File: src/rtl/trdb_pkg.sv
// Shared constants and types for the trace debugger packet sink.
package trdb_pkg;

    localparam int unsigned XLEN              = 32;
    localparam int unsigned SINK_FIFO_DEPTH   = 16;
    localparam int unsigned SINK_STALL_THRESH = 12;

    typedef enum logic [0:0] {
        SINK_IDLE = 1'b0,
        SINK_REQ  = 1'b1
    } sink_state_e;

    // Memory write payload held stable while a request is outstanding.
    typedef struct packed {
        logic [XLEN-1:0] addr;
        logic [XLEN-1:0] data;
    } sink_wr_t;

endpackage

File: src/rtl/trdb_sync_fifo.sv
// Generic synchronous FIFO with flush.
//  clk, rst      : clock, asynchronous active-high reset
//  flush         : empty the FIFO at the next edge (dominates push/pop)
//  push, wdata   : enqueue (ignored when full unless popping in the same cycle)
//  pop           : dequeue head (ignored when empty)
//  head_c        : current head word (combinational read)
//  head_next_c   : entry behind the head, valid when count >= 2
//  full_c/empty_c: occupancy flags derived from count
//  count         : registered occupancy
module trdb_sync_fifo #(
    parameter int unsigned DATA_WIDTH = 32,
    parameter int unsigned DEPTH      = 16
) (
    input  logic                    clk,
    input  logic                    rst,
    input  logic                    flush,
    input  logic                    push,
    input  logic [DATA_WIDTH-1:0]   wdata,
    input  logic                    pop,
    output logic [DATA_WIDTH-1:0]   head_c,
    output logic [DATA_WIDTH-1:0]   head_next_c,
    output logic                    full_c,
    output logic                    empty_c,
    output logic [$clog2(DEPTH):0]  count
);

    localparam int unsigned AW = $clog2(DEPTH);
    localparam int unsigned CW = AW + 1;

    logic [DATA_WIDTH-1:0] mem [DEPTH];
    logic [AW-1:0]         wr_ptr;
    logic [AW-1:0]         rd_ptr;
    logic                  push_ok;
    logic                  pop_ok;

    assign full_c      = (count == CW'(DEPTH));
    assign empty_c     = (count == '0);
    assign pop_ok      = pop & ~empty_c;
    // A pop frees the slot this cycle, so a push at full is still accepted.
    assign push_ok     = push & (~full_c | pop_ok);
    assign head_c      = mem[rd_ptr];
    assign head_next_c = mem[rd_ptr + AW'(1)];

    // Storage array, no reset needed.
    always_ff @(posedge clk) begin
        if (push_ok && !flush) begin
            mem[wr_ptr] <= wdata;
        end
    end

    // Pointers and occupancy.
    always_ff @(posedge clk or posedge rst) begin
        if (rst) begin
            wr_ptr <= '0;
            rd_ptr <= '0;
            count  <= '0;
        end else if (flush) begin
            wr_ptr <= '0;
            rd_ptr <= '0;
            count  <= '0;
        end else begin
            if (push_ok) wr_ptr <= wr_ptr + AW'(1);
            if (pop_ok)  rd_ptr <= rd_ptr + AW'(1);
            count <= count + CW'(push_ok) - CW'(pop_ok);
        end
    end

endmodule

File: src/rtl/trdb_packet_sink.sv
// Trace packet sink: buffers packet words in a FIFO and drains them one word
// per transfer into a circular buffer in memory over a req/gnt port.
//  clk_i, rst_i           : clock, asynchronous active-high reset
//  enable_i, flush_i      : sink enable, 1-cycle flush pulse
//  buf_base_i, buf_size_i : ring buffer base byte address and size in bytes
//  packet_word_i/_valid_i : incoming trace word stream (no ready)
//  stall_o                : upstream backpressure, FIFO nearly full
//  mem_req_o/addr/wdata   : memory write request, held until mem_gnt_i
//  overflow_o             : sticky, a word was dropped on a full FIFO
//  wrap_o                 : 1-cycle pulse when the write offset wraps to 0
//  offset_o               : current write offset in bytes
module trdb_packet_sink
    import trdb_pkg::*;
#(
    parameter int unsigned FIFO_DEPTH   = SINK_FIFO_DEPTH,
    parameter int unsigned STALL_THRESH = SINK_STALL_THRESH
) (
    input  logic            clk_i,
    input  logic            rst_i,
    input  logic            enable_i,
    input  logic            flush_i,
    input  logic [XLEN-1:0] buf_base_i,
    input  logic [XLEN-1:0] buf_size_i,
    input  logic [XLEN-1:0] packet_word_i,
    input  logic            packet_word_valid_i,
    output logic            stall_o,
    output logic            mem_req_o,
    output logic [XLEN-1:0] mem_addr_o,
    output logic [XLEN-1:0] mem_wdata_o,
    input  logic            mem_gnt_i,
    output logic            overflow_o,
    output logic            wrap_o,
    output logic [XLEN-1:0] offset_o
);

    localparam int unsigned CW = $clog2(FIFO_DEPTH) + 1;

    sink_state_e     state, state_nxt;
    sink_wr_t        wr, wr_nxt;
    logic [XLEN-1:0] offset, offset_nxt;
    logic            flush_pending, flush_pending_nxt;
    logic            overflow, overflow_nxt;
    logic            stall, stall_nxt;
    logic            wrap, wrap_nxt;

    logic [XLEN-1:0] head_c;
    logic [XLEN-1:0] head_next_c;
    logic            full_c;
    logic            empty_c;
    logic [CW-1:0]   count;
    logic [CW-1:0]   count_nxt;

    logic            pop;
    logic            push;
    logic            drop;
    logic            clear;
    logic            flush_win;
    logic            size_ok;
    logic [XLEN-1:0] offset_step;
    logic            wrap_hit;

    // Transfer handshake and FIFO qualifiers.
    assign pop         = (state == SINK_REQ) & mem_gnt_i;
    assign flush_win   = flush_i | flush_pending;
    assign push        = packet_word_valid_i & enable_i & ~flush_win & (~full_c | pop);
    assign drop        = packet_word_valid_i & enable_i & ~flush_win & full_c & ~pop;
    // In REQ the clear waits for the outstanding word to be granted.
    assign clear       = (flush_win & pop) | (flush_i & (state == SINK_IDLE));
    assign size_ok     = (buf_size_i >= XLEN'(4));
    assign offset_step = offset + XLEN'(4);
    assign wrap_hit    = (offset_step >= buf_size_i);
    assign count_nxt   = clear ? '0 : (count + CW'(push) - CW'(pop));
    assign stall_nxt   = (32'(count_nxt) >= STALL_THRESH);

    trdb_sync_fifo #(
        .DATA_WIDTH (XLEN),
        .DEPTH      (FIFO_DEPTH)
    ) u_fifo (
        .clk         (clk_i),
        .rst         (rst_i),
        .flush       (clear),
        .push        (push),
        .wdata       (packet_word_i),
        .pop         (pop),
        .head_c      (head_c),
        .head_next_c (head_next_c),
        .full_c      (full_c),
        .empty_c     (empty_c),
        .count       (count)
    );

    // Next-state, offset and status logic.
    always_comb begin
        state_nxt         = state;
        wr_nxt            = wr;
        offset_nxt        = offset;
        flush_pending_nxt = flush_pending;
        overflow_nxt      = overflow | drop;
        wrap_nxt          = 1'b0;

        if (pop) begin
            offset_nxt = wrap_hit ? '0 : offset_step;
            wrap_nxt   = wrap_hit;
        end

        case (state)
            SINK_IDLE: begin
                if (enable_i && !empty_c && size_ok && !flush_i) begin
                    state_nxt   = SINK_REQ;
                    wr_nxt.addr = buf_base_i + offset;
                    wr_nxt.data = head_c;
                end
            end
            SINK_REQ: begin
                if (flush_i && !pop) begin
                    flush_pending_nxt = 1'b1;
                end
                if (pop) begin
                    // Chain the next word without a bubble; a word pushed this
                    // cycle into a one-entry FIFO becomes the next head.
                    if (!flush_win && enable_i && size_ok &&
                        ((count >= CW'(2)) || push)) begin
                        wr_nxt.addr = buf_base_i + offset_nxt;
                        wr_nxt.data = (count >= CW'(2)) ? head_next_c : packet_word_i;
                    end else begin
                        state_nxt = SINK_IDLE;
                    end
                end
            end
            default: state_nxt = SINK_IDLE;
        endcase

        if (clear) begin
            offset_nxt        = '0;
            overflow_nxt      = 1'b0;
            flush_pending_nxt = 1'b0;
        end
    end

    // State and output registers.
    always_ff @(posedge clk_i or posedge rst_i) begin
        if (rst_i) begin
            state         <= SINK_IDLE;
            wr            <= '0;
            offset        <= '0;
            flush_pending <= 1'b0;
            overflow      <= 1'b0;
            stall         <= 1'b0;
            wrap          <= 1'b0;
        end else begin
            state         <= state_nxt;
            wr            <= wr_nxt;
            offset        <= offset_nxt;
            flush_pending <= flush_pending_nxt;
            overflow      <= overflow_nxt;
            stall         <= stall_nxt;
            wrap          <= wrap_nxt;
        end
    end

    assign mem_req_o   = (state == SINK_REQ);
    assign mem_addr_o  = wr.addr;
    assign mem_wdata_o = wr.data;
    assign offset_o    = offset;
    assign overflow_o  = overflow;
    assign stall_o     = stall;
    assign wrap_o      = wrap;

endmodule
File: config.mk
export PLATFORM = sky130hd
export DESIGN_NAME = trdb_packet_sink
export DESIGN_NICKNAME = d
export VERILOG_FILES = /design/src/rtl/trdb_pkg.sv /design/src/rtl/trdb_sync_fifo.sv /design/src/rtl/trdb_packet_sink.sv
export SDC_FILE = /design/constraint.sdc
export NUM_CORES = 1
export LEC_CHECK = 0
export CAP_MARGIN = 20
export CORE_MARGIN = 3
export CORE_UTILIZATION = 45
export DETAILED_ROUTE_END_ITERATION = 12
export PLACE_DENSITY = 0.66
export SYNTH_ARGS = -nofsm -noshare
export SYNTH_HDL_FRONTEND = slang
export SYNTH_SLANG_ARGS = --single-unit
export TNS_END_PERCENT = 20
File: constraint.sdc
create_clock -name clk_i -period 6.16 [get_ports clk_i]
set_input_delay 1.232 -clock clk_i [delete_from_list [all_inputs] [get_ports clk_i]]
set_output_delay 1.232 -clock clk_i [all_outputs]
set_load 0.05 [all_outputs]
==> run metrics, run 1 <==
switching fraction of total power 0.329; Synth top area share 0.488; CP required 6.63 ns; Largest delay share family, worst path simple AND/OR/NAND/NOR gates; register area share after synthesis 0.579; pin count of the biggest net entering global routing 167; root buffer cell clkbuf_16; reg-to-reg slack, setup 0.20 ns; combinational power share 0.351; clock transition at the registers of the reported paths 0.06 ns; Psw 4590 uW; Async SR Flop Fraction 0.182; Die ar. 73,200 um^2; Mean Syn Cell Area 16.2 um^2; Vias 19.6k; Bufs on Longest Clock Path 3; Area Overhead vs Synth 20.0%; routability cong. 0.958; WP data arrival 6.43 ns; Worst path max stage delay 0.57 ns; clk_skew 0.0240 ns; synth unique cells 66; area occupied by multi-input gates 13,000 um^2; sequential power share 0.361; r2r endpoint mem_addr_o[21]; CP startpoint offset_o[2]; synthesized instance count 1,944; Final Cycle Share 0.968; vias in the first global route 20.0k; leak pwr 0.0130 uW; Total GRT Usage 0.233; antenna viol nets, final 0; Clk network pwr share 0.289; Min-Delay Path Class reg -> reg; # hold bufs at CTS 0; die height 270 um; WS Path Type reg -> reg; Initial Utilization 0.457; worst-path fanout max 4; Filler cells 5,397; Cell Rows 96; die width 270 um; Boundary Pins 202; setup_tns 0 ns; count of clock tree sinks 626; capture point of the worst path mem_addr_o[21]; highest clock rate 168 MHz; Placed Cells 3,045; CTS H-Tree Depth 3; final setup fails 0; Vias per Instance 6.13; synthesized area 31,500 um^2; initial DRC count 2,117; cell accounting for the most synthesized area edfxtp_1; initial antenna violation count 6; Final Hold Fails 0; final net count 2,387; CP dominant cell by count o21ai_0; TritonRoute pass-1 iters 5; worst hold stages 2; WP buf/inv 4; #FFs+latches synth 626; CP Depth 29; Reg area 18,200 um^2; minimum clock period 5.96 ns; DR WL/cell 26.9 um; cell-internal power 9360 uW; relative slew slack 0.212; FF-to-FF Start offset_o[2]; outcome complete, no violations; number of buffers added on ports 201; Max Used Layer met5; Top FF cell, synth edfxtp_1; CTS tree built; Slowest-stage cell, CP or4_4; Met3 Routed Length 6.80 mm; total grt overflow 0; worst vdd ir 0.381 mV; Worst Setup Start Kind flop; TritonCTS Buffers 69; Cell Count, Final, Fillers Out 3,191; number of max-cap violations 0; fraction of layout cells with a size suffix above 1 0.269; Skew-Pair Late Insertion Delay 0.63 ns; Pins Over Slew Limit 0; worst-margin pin slew 1.17 ns; Post-DP HPWL 51.3 mm; global-route wire length before repair 128 mm; Ys Warns 0; Register-to-Register Path Depth 29; EDFF count, synth 512; largest cells by area after synthesis edfxtp_1 (49%), mux4_2 (23%), dfrtp_1 (9.1%); nature of the critical path endpoint flop; Core Area 68,900 um^2; DRC Markers 0; Synth Net Count 2,130; Met1 Wirelength 33.7 mm; DRT Wirelength 85.7 mm; Cell Pwr Density 369 nW/um^2; met2 wire length 43.1 mm
==> layer usage <==
layer  up-vias  GRT usage
li1       8332          -
met1     10161      0.311
met2       927      0.391
met3       141     0.0426
met4         2     0.0760
met5         -          0
==> cell usage in the layout, fill, tap and decap left out, types with 8 or more instances in the layout <==
cell | synthesis | layout
a21o_1 | 28 | 28
a21oi_1 | 57 | 50
and2_1 | 22 | 22
and3_1 | 8 | 8
buf_12 | 0 | 8
buf_4 | 1 | 86
clkbuf_1 | 78 | 20
clkbuf_16 | 0 | 71
clkdlybuf4s50_1 | 0 | 201
clkinv_1 | 0 | 11
clkinv_2 | 0 | 11
dfrtp_1 | 114 | 103
dfrtp_2 | 0 | 9
edfxtp_1 | 512 | 512
ha_1 | 81 | 73
inv_1 | 59 | 58
mux2i_1 | 34 | 34
mux4_2 | 320 | 320
nand2_1 | 163 | 159
nand2b_1 | 12 | 12
nand3_1 | 29 | 28
nand4_1 | 13 | 13
nor2_1 | 64 | 48
nor2_4 | 0 | 13
nor3_1 | 12 | 8
nor4_1 | 8 | 8
o21ai_0 | 129 | 119
o21ai_1 | 1 | 9
or3_1 | 10 | 10
xnor2_1 | 33 | 31
xor2_1 | 31 | 29
==> cell usage after synthesis (all sizes together) (3+ instances only) <==
master	count
a211oi	6
a21o	28
a21oi	57
a22o	7
a31oi	5
and2	22
and3	10
and4	3
buf	37
clkbuf	79
dfrtp	114
edfxtp	512
fa	3
ha	81
inv	59
mux2	4
mux2i	34
mux4	320
nand2	164
nand2b	12
nand3	30
nand3b	4
nand4	14
nor2	64
nor3	14
nor4	8
o211ai	5
o21a	5
o21ai	130
o21bai	4
o31ai	7
or3	10
xnor2	34
xor2	31
==> power groups by stage <==
stage	combinational [uW]	sequential (uW)	clock [uW]
floorplan	2810	5780	0
global placement	4850	5100	0
detailed placement	4900	5110	0
CTS	4920	5030	4110
global route	5230	5060	4270
finish	4890	5030	4030
==> worst min-delay path: stages, from the launching register on <==
cell and delay (ns):
dfrtp_1 0.34, nand2_1 0.04, o21ai_0 0.06
==> through the flow <==
| stage | hold slack, ns | utilization | power (uW) | setup WS, ns | instance area (um^2) |
|---|---|---|---|---|---|
| after floorplan | 0.526 | - | 8580 | 0.0450 | 31500 |
| after global placement | 0.464 | 0.510 | 9960 | -0.144 | 35100 |
| after detailed placement | 0.469 | 0.510 | 10000 | -0.341 | 35100 |
| after CTS | 0.482 | 0.542 | 14100 | 0.00678 | 37400 |
| after global routing | 0.498 | 0.548 | 14600 | -0.0452 | 37800 |
| final | 0.475 | 0.548 | 13900 | 0.200 | 37800 |
==> flip-flops by register name, summed over array words and instances (netlist names), 4 cells and up <==
signal and count:
u_fifo.wr_ptr 4, mem_addr_o 32, u_fifo.rd_ptr 4, mem_wdata_o 32
u_fifo.mem 512, offset_o 32, u_fifo.count 5
==> logic make-up (layout without fill, tap and decap cells) <==
family,after synthesis,count (layout),synth area share
flops,626,626,0.579
mux,358,358,0.241
fa+ha+maj,84,84,0.0341
compound gates,270,270,0.0504
simple gates,366,366,0.0551
buf+inv,175,487,0.0217
xor+xnor,65,65,0.0183
other cells,0,4,0
==> area by class of cell <==
class,count,share of cell area
antenna,4,0.000265
timing repair buffer,302,0.0772
sequential,626,0.483
multi-input combinational,1143,0.345
tap,931,0.0308
clock inverter,36,0.00971
inverter,59,0.00600
clock buffer,90,0.0484
==> how the worst min path moves through the flow <==
stage / slack, ns / start / to
floorplan: 0.53 / flush_pending / flush_pending
global placement: 0.46 / mem_wdata_o[6] / mem_wdata_o[6]
detailed placement: 0.47 / mem_addr_o[20] / mem_addr_o[20]
CTS: 0.48 / mem_wdata_o[20] / mem_wdata_o[20]
global route: 0.50 / mem_wdata_o[9] / mem_wdata_o[9]
finish: 0.47 / mem_wdata_o[8] / mem_wdata_o[8]
==> what timing repair did <==
item | CTS | global route
gates cloned | 0 | 1
setup buffers | 0 | 14
gates resized for setup | 13 | 53
pin swaps | 2 | 32
setup endpoints to repair | 8 | 17
No activity file was read; power rests on OpenSTA's default activity.
==> run 2, diff against run 1 <==
--- a/config.mk
+++ b/config.mk
@@ -5,6 +5,7 @@
 export SDC_FILE = /design/constraint.sdc
 export NUM_CORES = 1
 export LEC_CHECK = 0
+export ABC_AREA = 1
 export CAP_MARGIN = 20
 export CORE_MARGIN = 3
 export CORE_UTILIZATION = 45
==> run metrics, run 2 <==
setup_tns 0 ns (unchanged); number of buffers added on ports 201 (unchanged); die width 279 um (was 270 um); synthesized area 33,500 um^2 (was 31,500 um^2); Worst Setup Start Kind flop (unchanged); Worst path max stage delay 0.60 ns (was 0.57 ns); nature of the critical path endpoint flop (unchanged); Final Cycle Share 0.889 (was 0.968); Clk network pwr share 0.281 (was 0.289); initial DRC count 3,502 (was 2,117); die height 279 um (was 270 um); Area Overhead vs Synth 15.1% (was 20.0%); number of max-cap violations 0 (unchanged); Min-Delay Path Class reg -> reg (unchanged); outcome complete, no violations (unchanged); antenna viol nets, final 0 (unchanged); routability cong. 0.913 (was 0.958); Cell Rows 99 (was 96); total grt overflow 0 (unchanged); Die ar. 77,800 um^2 (was 73,200 um^2); Hold Crit Start mem_wdata_o[2] (was mem_wdata_o[8]); leak pwr 0.0145 uW (was 0.0130 uW); root buffer cell clkbuf_16 (unchanged); Async SR Flop Fraction 0.182 (unchanged); Skew-Pair Late Insertion Delay 0.62 ns (was 0.63 ns); # hold bufs at CTS 0 (unchanged); TritonCTS Buffers 72 (was 69); CP required 6.66 ns (was 6.63 ns); Top reg by flops u_fifo.mem (unchanged); Final Hold Fails 0 (unchanged); Util after Layout 0.526 (was 0.548); most frequent cells in the layout nand2_1 (587), o21ai_0 (516), edfxtp_1 (512) (was edfxtp_1 (512), mux4_2 (320), clkdlybuf4s50_1 (201)); CTS tree built (unchanged); FF-to-FF Start offset_o[2] (unchanged); Mean Syn Cell Area 9.17 um^2 (was 16.2 um^2); Boundary Pins 202 (unchanged); worst vdd ir 0.352 mV (was 0.381 mV); vias in the first global route 26.0k (was 20.0k); TritonRoute pass-1 iters 9 (was 5); commonest non-fill, non-tap cell in the layout nand2_1 (was edfxtp_1); count of clock tree sinks 626 (unchanged); Psw 6190 uW (was 4590 uW); CP startpoint offset_o[2] (unchanged); Ys Warns 0 (unchanged); cell accounting for the most synthesized area edfxtp_1 (unchanged); fraction of layout cells with a size suffix above 1 0.0623 (was 0.269); worst-path fanout max 17 (was 4); Total GRT Usage 0.260 (was 0.233); CTS H-Tree Depth 3 (unchanged); synth unique cells 61 (was 66); cell-internal power 9290 uW (was 9360 uW); combinational power share 0.387 (was 0.351); Synth top area share 0.458 (was 0.488); Vias per Instance 5.93 (was 6.13); Initial Utilization 0.457 (about the same); Pins Over Slew Limit 0 (unchanged); worst-margin pin slew 1.09 ns (was 1.17 ns); max reg flops 512 (unchanged); pin count of the biggest net entering global routing 248 (was 167); minimum clock period 5.48 ns (was 5.96 ns); initial antenna violation count 3 (was 6); WS Path Type reg -> reg (unchanged); highest clock rate 183 MHz (was 168 MHz); final setup fails 0 (unchanged); largest cells by area after synthesis edfxtp_1 (46%), dfrtp_1 (8.5%), o21ai_0 (7.7%) (was edfxtp_1 (49%), mux4_2 (23%), dfrtp_1 (9.1%)); synthesized instance count 3,658 (was 1,944); Slowest-stage cell, CP dfrtp_1 (was or4_4); Top FF cell, synth edfxtp_1 (unchanged); register area share after synthesis 0.543 (was 0.579); most frequent cells after synthesis nand2_1 (588), o21ai_0 (516), edfxtp_1 (512) (was edfxtp_1 (512), mux4_2 (320), nand2_1 (163)); PostCTS Resize Cnt 0 (was 13); switching fraction of total power 0.400 (was 0.329); RSZ-0062 raised after global routing false; Synth Net Count 3,844 (was 2,130); DR WL/cell 21.8 um (was 26.9 um); clock transition at the registers of the reported paths 0.06 ns (about the same); Cell Pwr Density 401 nW/um^2 (was 369 nW/um^2); number of post-CTS setup repair buffers 0 (unchanged); Vias 28.3k (was 19.6k); #FFs+latches synth 626 (unchanged); DRC Markers 0 (unchanged); CP dominant cell by count nand2_1 (was o21ai_0); sequential power share 0.332 (was 0.361); relative slew slack 0.271 (was 0.212); Post-DP HPWL 60.7 mm (was 51.3 mm); final net count 3,931 (was 2,387); Filler cells 6,529 (was 5,397); global-route wire length before repair 155 mm (was 128 mm); WP data arrival 5.98 ns (was 6.43 ns); EDFF count, synth 512 (unchanged); most common cell in the netlist nand2_1 (was edfxtp_1); DRT Wirelength 104 mm (was 85.7 mm); clk_skew 0.0260 ns (was 0.0240 ns); Bufs on Longest Clock Path 3 (unchanged); Core Area 73,500 um^2 (was 68,900 um^2)
-- run 2: power by group through the flow --
| stage | Combinational (uW) | Clock [uW] | Sequential (uW) |
|---|---|---|---|
| floorplan | 3640 | 0 | 5820 |
| global placement | 5810 | 0 | 5210 |
| detailed placement | 5880 | 0 | 5210 |
| CTS | 5900 | 4410 | 5130 |
| global route | 6550 | 4580 | 5160 |
| finish | 5990 | 4350 | 5130 |
-- run 2: per-layer routing --
layer | share of wire | GRT usage
met4 | 0.038 | 0.109
met5 | 0.00019 | 0
met2 | 0.46 | 0.420
met3 | 0.089 | 0.0392
met1 | 0.41 | 0.351
-- run 2: final timing paths --
kind,cells past startpoint,slack [ns],to
worst max-delay path,30,0.68,mem_addr_o[31]
worst min-delay path,2,0.48,mem_wdata_o[2]
worst max register to register,30,0.68,mem_addr_o[31]
worst min register to register,2,0.48,mem_wdata_o[2]
max in group asynchronous,3,3.76,u_fifo.rd_ptr[1]
min in group asynchronous,2,1.13,mem_req_o
-- run 2: critical path, delay by kind of cell (launching register included) --
kind	cells	cell delay, ns
compound gates	2	0.67
fa+ha+maj	3	0.94
flops	1	0.60
xor+xnor	1	0.18
simple gates	22	2.64
buf+inv	2	0.30
-- run 2: cell type report --
cell class	count	area, um^2	area share
antenna	3	7.51	0.000194
sequential	626	18200	0.472
multi-input combinational	2531	13200	0.343
tap	959	1200	0.0311
inverter	255	972	0.0252
clock buffer	92	1940	0.0502
clock inverter	41	464	0.0120
timing repair buffer	259	2550	0.0660
-- run 2: logic make-up (layout without fill, tap and decap cells) --
logic type | Yosys count | after routing | synth area share
and+or+nand+nor | 1218 | 1218 | 0.148
buffers and inverters | 501 | 647 | 0.0660
AOI/OAI and AO/OA | 1174 | 1174 | 0.195
xor gates and xnor gates | 55 | 55 | 0.0154
other | 0 | 3 | 0
adders and majority gates | 84 | 84 | 0.0320
DFF | 626 | 626 | 0.543
-- run 2: through the flow --
step / total power, uW / cell area [um^2] / hold WS, ns / worst slack [ns] / cells
5_1_grt: 16300 / 38600 / 0.496 / 0.209 / 4763
3_5_place_dp: 11100 / 36200 / 0.468 / 0.824 / 4629
2_1_floorplan: 9450 / 33500 / 0.486 / 1.39 / 3658
4_1_cts: 15400 / 38600 / 0.483 / 0.799 / 4762
6_report: 15500 / 38600 / 0.478 / 0.684 / 4766
3_3_place_gp: 11000 / 36200 / 0.465 / 0.879 / 4629
